## config.mk

```make
export PLATFORM = sky130hd
export DESIGN_NAME = instr_fetch_unit
export DESIGN_NICKNAME = d
export VERILOG_FILES = /design/src/rtl/instr_fetch_unit.sv
export SDC_FILE = /design/constraint.sdc
export NUM_CORES = 1
export LEC_CHECK = 0
export BUFFER_PORTS_ARGS = -buffer_cell sky130_fd_sc_hd__clkbuf_2
export CAP_MARGIN = 40
export CORE_MARGIN = 2
export CORE_UTILIZATION = 45
export DETAILED_ROUTE_END_ITERATION = 6
export PLACE_DENSITY_LB_ADDON = 0.25
export SKIP_LAST_GASP = 1
export SYNTH_ARGS = -nofsm -noshare
export SYNTH_HDL_FRONTEND = slang
export SYNTH_SLANG_ARGS = --single-unit
```

## constraint.sdc

```tcl
create_clock -name clk -period 4.33 [get_ports clk]
set_clock_uncertainty 0.05 [all_clocks]
set_input_delay 0.2165 -clock clk [delete_from_list [all_inputs] [get_ports clk]]
set_output_delay 0.2165 -clock clk [all_outputs]
set_load 0.01 [all_outputs]
```

## src/rtl/instr_fetch_unit.sv

```systemverilog
// MIPS instruction fetch stage: PC register, IF/ID pipeline register, stall and redirect/flush.
// Optional macro IFU_ALIGN_CHECK_EN adds a sticky fault state for misaligned redirect targets.
module instr_fetch_unit #(
    parameter logic [31:0] RESET_PC  = 32'h0000_0000,
    parameter logic [31:0] NOP_INSTR = 32'h0000_0000
) (
    input  logic        clk,
    input  logic        rst_n,
    input  logic        stall,
    input  logic        redirect_valid,
    input  logic [31:0] redirect_pc,
    output logic [31:0] imem_addr,
    input  logic [31:0] imem_instr,
    output logic        if_id_valid,
    output logic [31:0] if_id_instr,
    output logic [31:0] if_id_pc,
    output logic [31:0] if_id_pc4,
    output logic        fetch_fault
);

    logic [31:0] pc_q, pc_d;
    logic        valid_q, valid_d;
    logic [31:0] instr_q, instr_d;
    logic [31:0] idPc_q, idPc_d;
    logic [31:0] idPc4_q, idPc4_d;
    logic [31:0] pcPlus4;

    assign pcPlus4 = pc_q + 32'd4;

`ifdef IFU_ALIGN_CHECK_EN
    typedef enum logic {RUN, FAULT} state_t;
    state_t state_q, state_d;

    // Fault is sticky: once entered, only reset returns to RUN.
    always_comb begin
        state_d = state_q;
        pc_d    = pc_q;
        valid_d = valid_q;
        instr_d = instr_q;
        idPc_d  = idPc_q;
        idPc4_d = idPc4_q;
        if (state_q == FAULT) begin
            valid_d = 1'b0;
            instr_d = NOP_INSTR;
        end else if (redirect_valid) begin
            valid_d = 1'b0;
            instr_d = NOP_INSTR;
            if (redirect_pc[1:0] != 2'b00) begin
                state_d = FAULT;
            end else begin
                pc_d = redirect_pc;
            end
        end else if (!stall) begin
            instr_d = imem_instr;
            idPc_d  = pc_q;
            idPc4_d = pcPlus4;
            valid_d = 1'b1;
            pc_d    = pcPlus4;
        end
    end

    always_ff @(posedge clk) begin
        if (!rst_n) begin
            state_q <= RUN;
        end else begin
            state_q <= state_d;
        end
    end

    assign fetch_fault = (state_q == FAULT);
`else
    // Without alignment checking, targets are silently word-aligned.
    always_comb begin
        pc_d    = pc_q;
        valid_d = valid_q;
        instr_d = instr_q;
        idPc_d  = idPc_q;
        idPc4_d = idPc4_q;
        if (redirect_valid) begin
            pc_d    = {redirect_pc[31:2], 2'b00};
            valid_d = 1'b0;
            instr_d = NOP_INSTR;
        end else if (!stall) begin
            instr_d = imem_instr;
            idPc_d  = pc_q;
            idPc4_d = pcPlus4;
            valid_d = 1'b1;
            pc_d    = pcPlus4;
        end
    end

    assign fetch_fault = 1'b0;
`endif

    always_ff @(posedge clk) begin
        if (!rst_n) begin
            pc_q    <= RESET_PC;
            valid_q <= 1'b0;
            instr_q <= NOP_INSTR;
            idPc_q  <= 32'h0000_0000;
            idPc4_q <= 32'h0000_0000;
        end else begin
            pc_q    <= pc_d;
            valid_q <= valid_d;
            instr_q <= instr_d;
            idPc_q  <= idPc_d;
            idPc4_q <= idPc4_d;
        end
    end

    assign imem_addr   = pc_q;
    assign if_id_valid = valid_q;
    assign if_id_instr = instr_q;
    assign if_id_pc    = idPc_q;
    assign if_id_pc4   = idPc4_q;

endmodule

```

Yosys cells after proc, flatten, opt, wreduce, memory -nomap -nowiden. Index checks and enable logic that the tools add are counted.

Muxes and demuxes: 2. Bitwise logic cells: 3. Equal/unequal tests: 1. $add $sub $neg: 1. Reduce and logical (&&, ||, !) cells: 2.

Operators with widths (count): 2-to-1 mux 32 bit (2); adder 32 x 3 -> 32 bit, second input constant (1); inverter 1 bit (3); != test 2 x 1 -> 1 bit, second input constant (1); AND reduction 2 bit (1); OR reduction 2 bit (1).

Word-level logic and storage cells: 15. Input port bits: 68. Bits in registers: 129.

Longest topological paths before layout.
Depth after elaboration: 3. Depth in mapped cells: 8.

Worst setup path after synthesis. OpenSTA, ideal clock, no wires.

Path kind: register to register. Start point: register pc_q[2] (netlist: imem_addr[2]). End point: register pc_q[22] (netlist: imem_addr[22]). Cell stages (with the launch flop): 9. Data arrival time: 1.902 ns. Data required time: 4.147 ns. Library setup time: 0.133 ns. Path buffers: 2. Slack: 2.245 ns. Clock period less this slack: 2.085 ns. Cells stage by stage: dfxtp_1 ha_1 and3_1 clkbuf_1 nand4_1 buf_2 nor4_1 xnor2_1 a21oi_1.

Word-level cells in the longest chain between the ends: 3.

Ends and longest elaborated chain: start, declared (RTL line 21) `logic [31:0] pc_q, pc_d;`; start signal, assigned (RTL line 103) `pc_q <= pc_d;`; adder 32 x 3 -> 32 bit (RTL line 28) `assign pcPlus4 = pc_q + 32'd4;`; 2-to-1 mux 32 bit (RTL line 83) `end else if (!stall) begin`; 2-to-1 mux 32 bit (RTL line 79) `if (redirect_valid) begin`.

No other way between the ends. The select of a mux whose other input is x is not followed. A chain may end at the register's enable or synchronous reset.

Worst setup path in the final report.
Start point: register pc_q[2] (netlist: imem_addr[2]). End point: register idPc4_q[30] (netlist: if_id_pc4[30]).

Word-level cells in the longest chain between the ends: 1.

Ends and longest elaborated chain: adder 32 x 3 -> 32 bit (RTL line 28); end signal, assigned (RTL line 107) `idPc4_q <= idPc4_d;`; end, declared (RTL line 25) `logic [31:0] idPc4_q, idPc4_d;`.

No other way between the ends.

==> impl_results.md <==
* First DRT Iteration DRCs at 346
* NumNets Final at 885
* Largest fanout of any net on the critical path at 12
* Vias in the first global route at 5104
* Synthesis Warnings at 0
* Post-route worst hold slack at 0.00790 ns
* Tot GR Track Use at 23.9%
* Number of max-capacitance violations reported at 0
* Final setup violation count at 0
* Most Crowded Layer GR: met2
* Hold Vio Cnt, Final at 0
* GR met3 Demand/Resource at 7.61%
* Power density over cell area at 426 mW/mm2
* Number of antenna violations at the first check in global routing at 0
* Met2 demand-to-capacity share in global routing at 41.4%
* Port Buf Inserts at 188
* Area used by sequential logic in the layout at 0.00246 mm2
* Sum of routed wire length over all layers at 15.1 mm
* Unrepaired setup endpoints after global routing: false
* Gates resized, CTS repair at 0
* Largest net degree at the start of global routing at 52
* X dimension of the die at 112 um
* Final Cycle Share at 58.6%
* Root Buffer: clkbuf_16
* Cell depth of the worst flop-to-flop path at 6
* Outcome: finished clean
* TritonCTS buffer count at 17
* Tmin final at 2.54 ns
* Avg WL per Cell at 15.5 um
* First-pass GRT wire length at 24.2 mm
* Share of layout cells above drive strength 1 at 27.9%
* Gate Count Post-Synth at 626
* Final antenna-violating net count at 0
* Arrival time of data at the critical path endpoint at 2.75 ns
* Starting utilization of the core area at 46.1%
* Sum of overflow across all layers after global routing at 0
* Chip height at 112 um
* Leakage at 3.06 nW
* Buffers inserted by post-CTS timing repair at 0
* Number of search-and-repair iterations in the first detailed-routing pass at 5
* Count of cells along the worst hold path at 3
* Final HPWL from detailed placement at 10.3 mm
* Core region area at 0.0115 mm2
* Maximum buffer depth of the clock tree at 2
* Count of flip-flops with a built-in enable after synthesis at 0
* Number of diodes at 0
* Fmax achieved at 0.394 GHz
* Clock tree from TritonCTS: yes
* Multi-input gate area at 0.00257 mm2
* Highest ir drop seen on vdd at 330 uV
* Top-level I/O count at 198
* Total Negative Setup Slacks at 0 ns
* Clock-pin slew on the worst setup and hold paths at 0.05 ns
* Share of flip-flops with an asynchronous set or reset after synthesis at 0%
* Final estimated routing congestion in global placement at 0.835
* Number of clock sinks at 123
* Placement row count at 39
* Worst setup EP type: register
* Worst Slack Setup Final at 1.79 ns
* Die Area at 0.0126 mm2
* Leading register cell type out of synthesis: dfxtp_1
* Global Route met1 Usage at 26.6%
* Layout area overhead at 35.6%
* Vias per Instance at 5.30
* Sequential element share of the synthesized area at 46.6%
* Total of fill cells in the finished design at 984
* Area of the mapped netlist at 0.00529 mm2
* Final number of max-transition violations at 0
* Vias at 5145
* Clk_lat worst skew at 0.41 ns
* Critical path type: reg -> reg
* Worst hold path class: in -> reg
* Relative max-transition margin at 52.4%
* Launching element type of the critical path: register
* Remaining design rule violation count at 0
* Post-synth cell types at 38
* CTS H-tree lvls at 4
* Transition time of the tightest slew-check pin at 0.712 ns
* Worst EP required at 4.55 ns
* Worst-case setup slack after placement at 1.82 ns
* Mapped Avg Cell Area at 8.45 um2
* Number of synthesized register bits at 123
[state kept, by name, indices dropped and copies added, names as in the netlist]
name         flops
if_id_pc        30
imem_addr       30
if_id_valid      1
if_id_instr     32
if_id_pc4       30
[synth_stat cells (6+ instances only)]
cell | n | area, um2
dfxtp_1 | 123 | 2460
nand2_1 | 81 | 304
a21oi_1 | 75 | 375
nor2_1 | 67 | 251
o21ai_0 | 45 | 225
xnor2_1 | 43 | 377
clkbuf_1 | 41 | 154
mux2i_1 | 34 | 340
nor3_1 | 14 | 70.1
nand3_1 | 13 | 65.1
a211oi_1 | 9 | 67.6
nor4_1 | 8 | 50.1
buf_2 | 7 | 35.0
buf_4 | 7 | 52.6
nand4_1 | 7 | 43.8
xor2_1 | 6 | 52.6
[cell type report]
class | instances | share of cell area, %
Inverter | 6 | 0.314
Multi-Input combinational cell | 443 | 35.8
Tap cell | 143 | 2.49
Timing Repair Buffer | 225 | 18.4
Clock buffer | 23 | 6.80
Clock inverter | 7 | 1.92
Sequential cell | 123 | 34.3
[metal layers]
metal  wire length, um  share of wire [%]  up-vias
li1                  -                  -     2496
met1              5920                 39     2415
met2              7590                 50      194
met3              1110                7.3       40
met4               465                3.1        0
met5                 0                  0        -
[cell usage in the layout (no fill, tap or decap), types with 3 or more instances in the layout]
master / netlist / routed
a311oi_1: 5 / 5
nor4_4: 3 / 3
a21oi_1: 75 / 75
dfxtp_1: 123 / 123
mux2i_1: 34 / 34
conb_1: 1 / 7
nand4_1: 7 / 7
or3_1: 4 / 4
inv_1: 3 / 3
clkbuf_8: 0 / 4
nor2_1: 67 / 66
and3_1: 5 / 5
nor4_1: 8 / 8
nand3_1: 13 / 13
a211oi_1: 9 / 9
nor3_1: 14 / 14
xnor2_1: 43 / 43
dlygate4sd3_1: 0 / 31
clkbuf_2: 0 / 188
bufinv_16: 0 / 4
nand2_1: 81 / 81
clkbuf_16: 0 / 17
and4_1: 5 / 5
buf_4: 7 / 4
xor2_1: 6 / 6
o21ai_0: 45 / 45
[power by group]
part	switching, mW	internal (mW)
clock	0.481	1.02
sequential	0.0616	1.19
combinational	0.167	0.141
total	0.710	2.35
[worst max-delay path: stages, from the launching register on]
cell     delay [ns]
dfxtp_1        0.44
ha_1           0.28
and3_1         0.30
nand4_1        0.51
nor4_2         0.56
xnor2_1        0.18
a21oi_1        0.08
[logic make-up after synthesis]
| group | after synthesis | synth area share [%] |
|---|---|---|
| buffers and inverters | 66 | 5.49 |
| flip-flops | 123 | 46.6 |
| multiplexers | 34 | 6.43 |
| AO/OA/AOI/OAI | 136 | 13.7 |
| XOR/XNOR | 49 | 8.11 |
| adder cells (fa/ha/maj) | 1 | 0.237 |
| other | 1 | 0.0709 |
| AND/OR/NAND/NOR | 216 | 19.4 |
[final timing paths]
| kind | start | endpoint | slack (ns) |
|---|---|---|---|
| worst max register to register | imem_addr[2]$_SDFFE_PN0P_ | if_id_pc4[30]$_SDFFE_PN0P_ | 1.79 |
| worst min register to register | if_id_valid$_SDFFE_PP0N_ | if_id_valid$_SDFFE_PP0N_ | 0.40 |
| worst min-delay path | imem_instr[28] | if_id_instr[28]$_SDFFE_PP0N_ | 0.008 |
| worst max-delay path | imem_addr[2]$_SDFFE_PN0P_ | if_id_pc4[30]$_SDFFE_PN0P_ | 1.79 |
[metrics by stage]
step / area [um2] / std cells / util [%] / total power [mW]
floorplan: 5310 / 632 / - / 1.44
global placement: 6200 / 907 / 54.1 / 1.55
detailed placement: 6240 / 909 / 54.4 / 1.56
CTS: 7170 / 970 / 62.5 / 3.07
global route: 7170 / 970 / 62.5 / 3.17
finish: 7170 / 970 / 62.5 / 3.06
[what timing repair did]
item / in CTS / in global routing
endpoints found under the setup margin: 0 / 0
hold buffers: 31 / 0
hold endpoints to repair: 31 / 0
No activity file was read; power rests on OpenSTA's default activity.
